<file path="src/rtl/multiplier_blockbuf.sv">
// ---------------------------------------------------------------------------
// multiplier_blockbuf: pipelined signed/unsigned multiplier that buffers
// products in an external 2-port memory and streams them back in order.
// Optional: MULT_BLOCKBUF_ACC_EN adds the mult_acc accumulate port.
// Revision: 1.0
// ---------------------------------------------------------------------------
`default_nettype none

module multiplier_blockbuf #(
  parameter int IN_WIDTH    = 16,
  parameter int ADDR_WIDTH  = 6,
  parameter int PIPE_STAGES = 2,
  parameter int MEM_RD_LAT  = 1
) (
  input  logic                    CLK,
  input  logic                    rst_n,
  input  logic                    EN_mult,
  input  logic [IN_WIDTH-1:0]     mult_input0,
  input  logic [IN_WIDTH-1:0]     mult_input1,
  input  logic                    mult_signed,
`ifdef MULT_BLOCKBUF_ACC_EN
  input  logic                    mult_acc,
`endif
  input  logic                    EN_blockRead,
  input  logic [2*IN_WIDTH-1:0]   readMem_val,
  output logic                    RDY_mult,
  output logic                    EN_writeMem,
  output logic [ADDR_WIDTH-1:0]   writeMem_addr,
  output logic [2*IN_WIDTH-1:0]   writeMem_val,
  output logic                    EN_readMem,
  output logic [ADDR_WIDTH-1:0]   readMem_addr,
  output logic                    VALID_memVal,
  output logic [2*IN_WIDTH-1:0]   memVal_data,
  output logic [ADDR_WIDTH:0]     fill_count
);

  localparam int PW   = 2 * IN_WIDTH;
  localparam int CW   = ADDR_WIDTH + 1;
  localparam int LAST = PIPE_STAGES - 1;
  localparam logic [CW-1:0] DEPTH_C = {1'b1, {ADDR_WIDTH{1'b0}}};
  localparam logic [CW-1:0] ONE_C   = {{ADDR_WIDTH{1'b0}}, 1'b1};

  typedef enum logic [1:0] {
    S_FILL  = 2'd0,
    S_DRAIN = 2'd1,
    S_READ  = 2'd2
  } state_t;

  state_t                  state_q, state_d;
  logic                    rdy_q, rdy_d;
  logic [CW-1:0]           fill_count_q, fill_count_d;
  logic [CW-1:0]           rd_cnt_q, rd_cnt_d;
  logic [CW-1:0]           beat_cnt_q, beat_cnt_d;
  logic [PIPE_STAGES-1:0]  pv_q, pv_d;
  logic [PIPE_STAGES-1:0]  pacc_q, pacc_d;
  logic [PW-1:0]           pp_q [PIPE_STAGES];
  logic [PW-1:0]           pp_d [PIPE_STAGES];
  logic [ADDR_WIDTH-1:0]   pa_q [PIPE_STAGES];
  logic [ADDR_WIDTH-1:0]   pa_d [PIPE_STAGES];
  logic [MEM_RD_LAT-1:0]   rv_q, rv_d;
  logic [PW-1:0]           mem_data_q, mem_data_d;
  logic                    mem_valid_q, mem_valid_d;
  logic [PW-1:0]           last_q, last_d;

  logic                    accept;
  logic                    acc_in;
  logic                    rd_issue;
  logic [CW-1:0]           fill_inc;
  logic [PW-1:0]           a_ext, b_ext, prod;
  logic [PW-1:0]           wr_val;

`ifdef MULT_BLOCKBUF_ACC_EN
  assign acc_in = mult_acc;
`else
  assign acc_in = 1'b0;
`endif

  assign accept   = EN_mult && rdy_q;
  assign fill_inc = fill_count_q + {{ADDR_WIDTH{1'b0}}, accept};
  assign rd_issue = (state_q == S_READ) && (rd_cnt_q < fill_count_q);

  // Extending to PW bits first makes the low PW bits of the product exact in both modes.
  always_comb begin
    a_ext = mult_signed ? {{IN_WIDTH{mult_input0[IN_WIDTH-1]}}, mult_input0}
                        : {{IN_WIDTH{1'b0}}, mult_input0};
    b_ext = mult_signed ? {{IN_WIDTH{mult_input1[IN_WIDTH-1]}}, mult_input1}
                        : {{IN_WIDTH{1'b0}}, mult_input1};
    prod  = a_ext * b_ext;
  end

  // Entry 0 of a block never accumulates, so a stale running value cannot leak in.
  always_comb begin
    wr_val = pp_q[LAST];
    if (pacc_q[LAST] && (pa_q[LAST] != '0)) begin
      wr_val = pp_q[LAST] + last_q;
    end
    last_d = pv_q[LAST] ? wr_val : last_q;
  end

  always_comb begin
    pv_d[0]   = accept;
    pacc_d[0] = acc_in;
    pp_d[0]   = prod;
    pa_d[0]   = fill_count_q[ADDR_WIDTH-1:0];
    for (int s = 1; s < PIPE_STAGES; s++) begin
      pv_d[s]   = pv_q[s-1];
      pacc_d[s] = pacc_q[s-1];
      pp_d[s]   = pp_q[s-1];
      pa_d[s]   = pa_q[s-1];
    end
  end

  always_comb begin
    rv_d[0] = rd_issue;
    for (int s = 1; s < MEM_RD_LAT; s++) begin
      rv_d[s] = rv_q[s-1];
    end
    mem_valid_d = rv_q[MEM_RD_LAT-1];
    mem_data_d  = rv_q[MEM_RD_LAT-1] ? readMem_val : mem_data_q;
  end

  always_comb begin
    state_d      = state_q;
    rdy_d        = rdy_q;
    fill_count_d = fill_count_q;
    rd_cnt_d     = rd_cnt_q;
    beat_cnt_d   = beat_cnt_q;
    case (state_q)
      S_FILL: begin
        fill_count_d = fill_inc;
        rdy_d        = 1'b1;
        rd_cnt_d     = '0;
        beat_cnt_d   = '0;
        if ((fill_inc == DEPTH_C) || (EN_blockRead && (fill_inc != '0))) begin
          state_d = S_DRAIN;
          rdy_d   = 1'b0;
        end
      end
      S_DRAIN: begin
        rdy_d = 1'b0;
        if (pv_q == '0) begin
          state_d = S_READ;
        end
      end
      S_READ: begin
        rdy_d = 1'b0;
        if (rd_issue) begin
          rd_cnt_d = rd_cnt_q + ONE_C;
        end
        if (mem_valid_q) begin
          beat_cnt_d = beat_cnt_q + ONE_C;
          if (beat_cnt_q == (fill_count_q - ONE_C)) begin
            state_d      = S_FILL;
            rdy_d        = 1'b1;
            fill_count_d = '0;
            rd_cnt_d     = '0;
            beat_cnt_d   = '0;
          end
        end
      end
      default: begin
        state_d = S_FILL;
        rdy_d   = 1'b0;
      end
    endcase
  end

  always_ff @(posedge CLK or negedge rst_n) begin
    if (!rst_n) begin
      state_q      <= S_FILL;
      rdy_q        <= 1'b0;
      fill_count_q <= '0;
      rd_cnt_q     <= '0;
      beat_cnt_q   <= '0;
      pv_q         <= '0;
      pacc_q       <= '0;
      for (int s = 0; s < PIPE_STAGES; s++) begin
        pp_q[s] <= '0;
        pa_q[s] <= '0;
      end
      rv_q         <= '0;
      mem_data_q   <= '0;
      mem_valid_q  <= 1'b0;
      last_q       <= '0;
    end else begin
      state_q      <= state_d;
      rdy_q        <= rdy_d;
      fill_count_q <= fill_count_d;
      rd_cnt_q     <= rd_cnt_d;
      beat_cnt_q   <= beat_cnt_d;
      pv_q         <= pv_d;
      pacc_q       <= pacc_d;
      pp_q         <= pp_d;
      pa_q         <= pa_d;
      rv_q         <= rv_d;
      mem_data_q   <= mem_data_d;
      mem_valid_q  <= mem_valid_d;
      last_q       <= last_d;
    end
  end

  assign RDY_mult      = rdy_q;
  assign EN_writeMem   = pv_q[LAST];
  assign writeMem_addr = pa_q[LAST];
  assign writeMem_val  = wr_val;
  assign EN_readMem    = rd_issue;
  assign readMem_addr  = rd_cnt_q[ADDR_WIDTH-1:0];
  assign VALID_memVal  = mem_valid_q;
  assign memVal_data   = mem_data_q;
  assign fill_count    = fill_count_q;

endmodule

`default_nettype wire

</file>
<file path="config.mk">
export PLATFORM = sky130hd
export DESIGN_NAME = multiplier_blockbuf
export DESIGN_NICKNAME = d
export VERILOG_FILES = /design/src/rtl/multiplier_blockbuf.sv
export SDC_FILE = /design/constraint.sdc
export NUM_CORES = 1
export LEC_CHECK = 0
export ABC_AREA = 1
export BUFFER_PORTS_ARGS = -buffer_cell sky130_fd_sc_hd__clkbuf_2
export CORE_MARGIN = 2
export CORE_UTILIZATION = 55
export CTS_CLUSTER_SIZE = 12
export DETAILED_ROUTE_END_ITERATION = 10
export GPL_ROUTABILITY_DRIVEN = 0
export HOLD_SLACK_MARGIN = 0.06
export PLACE_DENSITY = 0.77
export SYNTH_ARGS = -nofsm -noshare
export SYNTH_HDL_FRONTEND = slang
export SYNTH_SLANG_ARGS = --single-unit
</file>
<file path="constraint.sdc">
create_clock -name CLK -period 3.3 [get_ports CLK]
set_clock_uncertainty 0.05 [all_clocks]
set_input_delay 0.165 -clock CLK [delete_from_list [all_inputs] [get_ports CLK]]
set_output_delay 0.165 -clock CLK [all_outputs]
set_load 0.005 [all_outputs]
</file>
==> results.json <==
{
  "dp_slack_ns": -3.26,
  "tightestPinTransition_ns": 1.31,
  "yosysUniqueCellTypes": 51,
  "cp_max_fo": 11,
  "grt_max_degree": 72,
  "first_pass_iters": 8,
  "drc_errors": 0,
  "ys_seq_area_frac": 0.184,
  "fp-row-count": 67,
  "maxSlewHeadroom": 0.126,
  "drv_slew": 0,
  "grt_use_met1": 0.378,
  "cp_common_cell": "fa_1",
  "yosysMostFrequentCell": "inv_1",
  "cap_violations": 0,
  "setup_ws_ns": -2.65,
  "synth_top_cell_area_share": 0.361,
  "num_antenna_cells": 0,
  "grt_first_pass_wirelength_mm": 84.8,
  "cts_tree": "done",
  "clockRootBuffer": "clkbuf_16",
  "ys_top_cells_by_count": "602 x inv_1, 450 x nand2_1, 334 x fa_1",
  "synth_area_leaders": "fa_1 36%, dfrtp_1 18%, inv_1 12%",
  "drtIter0Drc": 1234,
  "tns_ns": -56.01,
  "dp_hpwl_mm": 40.2,
  "netlist_area_um2": 18500,
  "clkLatencyLatePin_ns": 0.41,
  "antenna_found_initial": 0,
  "fin_crit_ns": 5.95,
  "grt_usage": 0.306,
  "post-route-period-util": 1.80,
  "clkSlewWorstSetupHoldPaths_ns": 0.06,
  "io_buffer_count": 155,
  "clock_path_buffers": 2,
  "hold_violations": 0,
  "vias": 15800,
  "grt_use_met3": 0.0381,
  "start_util": 0.554,
  "wl_per_cell_um": 19.2,
  "syn_inst": 2102,
  "synth_edf_count": 0,
  "first_global_vias": 17000,
  "dieArea_um2": 35100,
  "final_net_count": 3077,
  "die_width_um": 187,
  "top_usage_layer": "met2",
  "ys_warn_count": 0,
  "grtUsageMet2": 0.542,
  "syn-num-nets": 2644,
  "areaGrowthSynthToFinish_pct": 35.1,
  "viasPerCell": 5.28,
  "ys_async_sr_fraction": 1.00,
  "path_delay_family": "adder cells",
  "critPathLaunchType": "primary input",
  "setup_violations": 27,
  "hold_path_class": "in2reg",
  "cts_buffers": 17,
  "grt_setup_unrepaired": "yes",
  "synthFlopType": "dfrtp_1",
  "slowest_stage": "fa_2",
  "fillers": 2038,
  "run_status": "finished with violations",
  "ant_nets": 0,
  "synth_top_area_cell": "fa_1",
  "cts_max_level": 4,
  "cp.buffers_inverters": 7,
  "crit_arrival_ns": 6.23,
  "max_clock_freq_mhz": 168,
  "syn_area_per_cell_um2": 8.80,
  "grt-ovfl-total": 0,
  "critPathKind": "in2reg",
  "io_pins": 156,
  "die_y_um": 187,
  "cp.required_ns": 3.58,
  "crit_path_max_incr_delay_ns": 0.65,
  "ys_ff_latch": 136,
  "clock-sinks": 136,
  "failed_checks": "negative setup slack",
  "end_kind": "flop",
  "layout-drive-gt1-share": 0.337,
  "crit_chain": "clkbuf_8 > nand2_8 > inv_8 > buf_4 > nand2_4 > fa_2 > fa_2 > inv_2 > fa_1 > inv_1 > fa_1 > inv_1 > fa_1 > fa_1 > fa_1 > fa_1 > ha_4 > nand2_2 > nor2_4 > nand2_2 > buf_4 > o211a_1 > nand2_1 > xor2_1",
  "core_area_um2": 33400,
  "wirelength_mm": 57.6
}
[through the flow]
| stage | cell area (um2) | cells | hold WS, ns | utilization |
|---|---|---|---|---|
| floorplan | 19300 | 2102 | -0.181 | - |
| global placement | 21900 | 2867 | 0.138 | 0.656 |
| detailed placement | 21900 | 2867 | 0.140 | 0.656 |
| CTS | 24100 | 2972 | 0.118 | 0.723 |
| global route | 25000 | 2994 | 0.165 | 0.749 |
| finish | 25000 | 2994 | 0.160 | 0.749 |
[cell families (layout without fill, tap and decap cells)]
family	Yosys count	after routing	synth area share
xor+xnor	61	61	0.0289
fa+ha+maj	473	473	0.455
mux	33	33	0.0200
simple gates	618	618	0.140
buf+inv	690	1134	0.144
flops	136	136	0.184
compound gates	91	91	0.0279
[path summary, 6_finish.rpt]
kind / cells after the start / slack (ns) / endpoint / from
setup / recovery: 24 / -2.65 / pp_d[30]$_DFF_PN0_ / mult_input0[15]
hold / removal: 4 / 0.16 / pp_d[0]$_DFF_PN0_ / mult_input1[0]
setup reg to reg: 10 / 1.02 / rd_cnt_q[3]$_DFFE_PN0P_ / fill_count[0]$_DFFE_PN0P_
hold reg to reg: 0 / 0.30 / pp_q[16]$_DFF_PN0_ / pp_d[16]$_DFF_PN0_
max in group asynchronous: 3 / 2.14 / pp_q[10]$_DFF_PN0_ / rst_n
min in group asynchronous: 2 / 0.26 / pp_d[3]$_DFF_PN0_ / rst_n
[per-layer routing]
layer	vias to the layer above	wire, um
met5	-	0
met3	267	4360
met1	7719	21300
li1	6915	-
met2	919	28100
met4	0	3840
[worst min-delay path, delay by kind of cell]
kind / cells / cell delay (ns)
AND/OR/NAND/NOR: 1 / 0.09
buffers and inverters: 3 / 0.32
[layout make-up]
cell class                      instances  area [um2]  share of cell area
Clock inverter                         12         129             0.00516
Sequential cell                       136        3400               0.136
Timing Repair Buffer                  499        4040               0.162
Inverter                              605        2310              0.0925
Clock buffer                           18         439              0.0176
Multi-Input combinational cell       1276       14100               0.565
Tap cell                              448         561              0.0224
[registers in the layout, summed over array words and instances (netlist names)]
name,cells
beat_cnt_q,7
RDY_mult,1
state_q,2
memVal_data,32
rd_cnt_q,7
mem_valid_d,1
pa_d,6
pp_q,32
pp_d,32
fill_count,7
writeMem_addr,6
pv_q,2
VALID_memVal,1
[repair_timing]
action / in CTS / in global routing
hold buffers: 35 / 0
buffers inserted: 41 / 28
setup endpoints to repair: 26 / 27
hold endpoints to repair: 99 / 0
pin swaps: 129 / 141
resized for setup: 264 / 189
[placed cells by master, fill, tap and decap left out, types with 21 or more instances in the layout]
cell | synthesis | routed
a21oi_2 | 1 | 26
ha_4 | 0 | 50
buf_4 | 14 | 239
dfrtp_1 | 136 | 136
dlygate4sd3_1 | 0 | 35
nand3_1 | 47 | 37
nor2_1 | 58 | 34
clkbuf_2 | 1 | 129
nand2_2 | 1 | 36
mux2_2 | 32 | 32
xor2_1 | 47 | 43
nand2_4 | 1 | 25
nand2_1 | 450 | 388
clkbuf_16 | 0 | 21
inv_1 | 602 | 542
buf_6 | 1 | 59
fa_1 | 334 | 301
ha_1 | 139 | 86
fa_2 | 0 | 33
inv_2 | 3 | 52
Power is left out: the tool's default activity adds up to more than one toggle a clock period on the data nets, which glitch-free logic cannot reach.
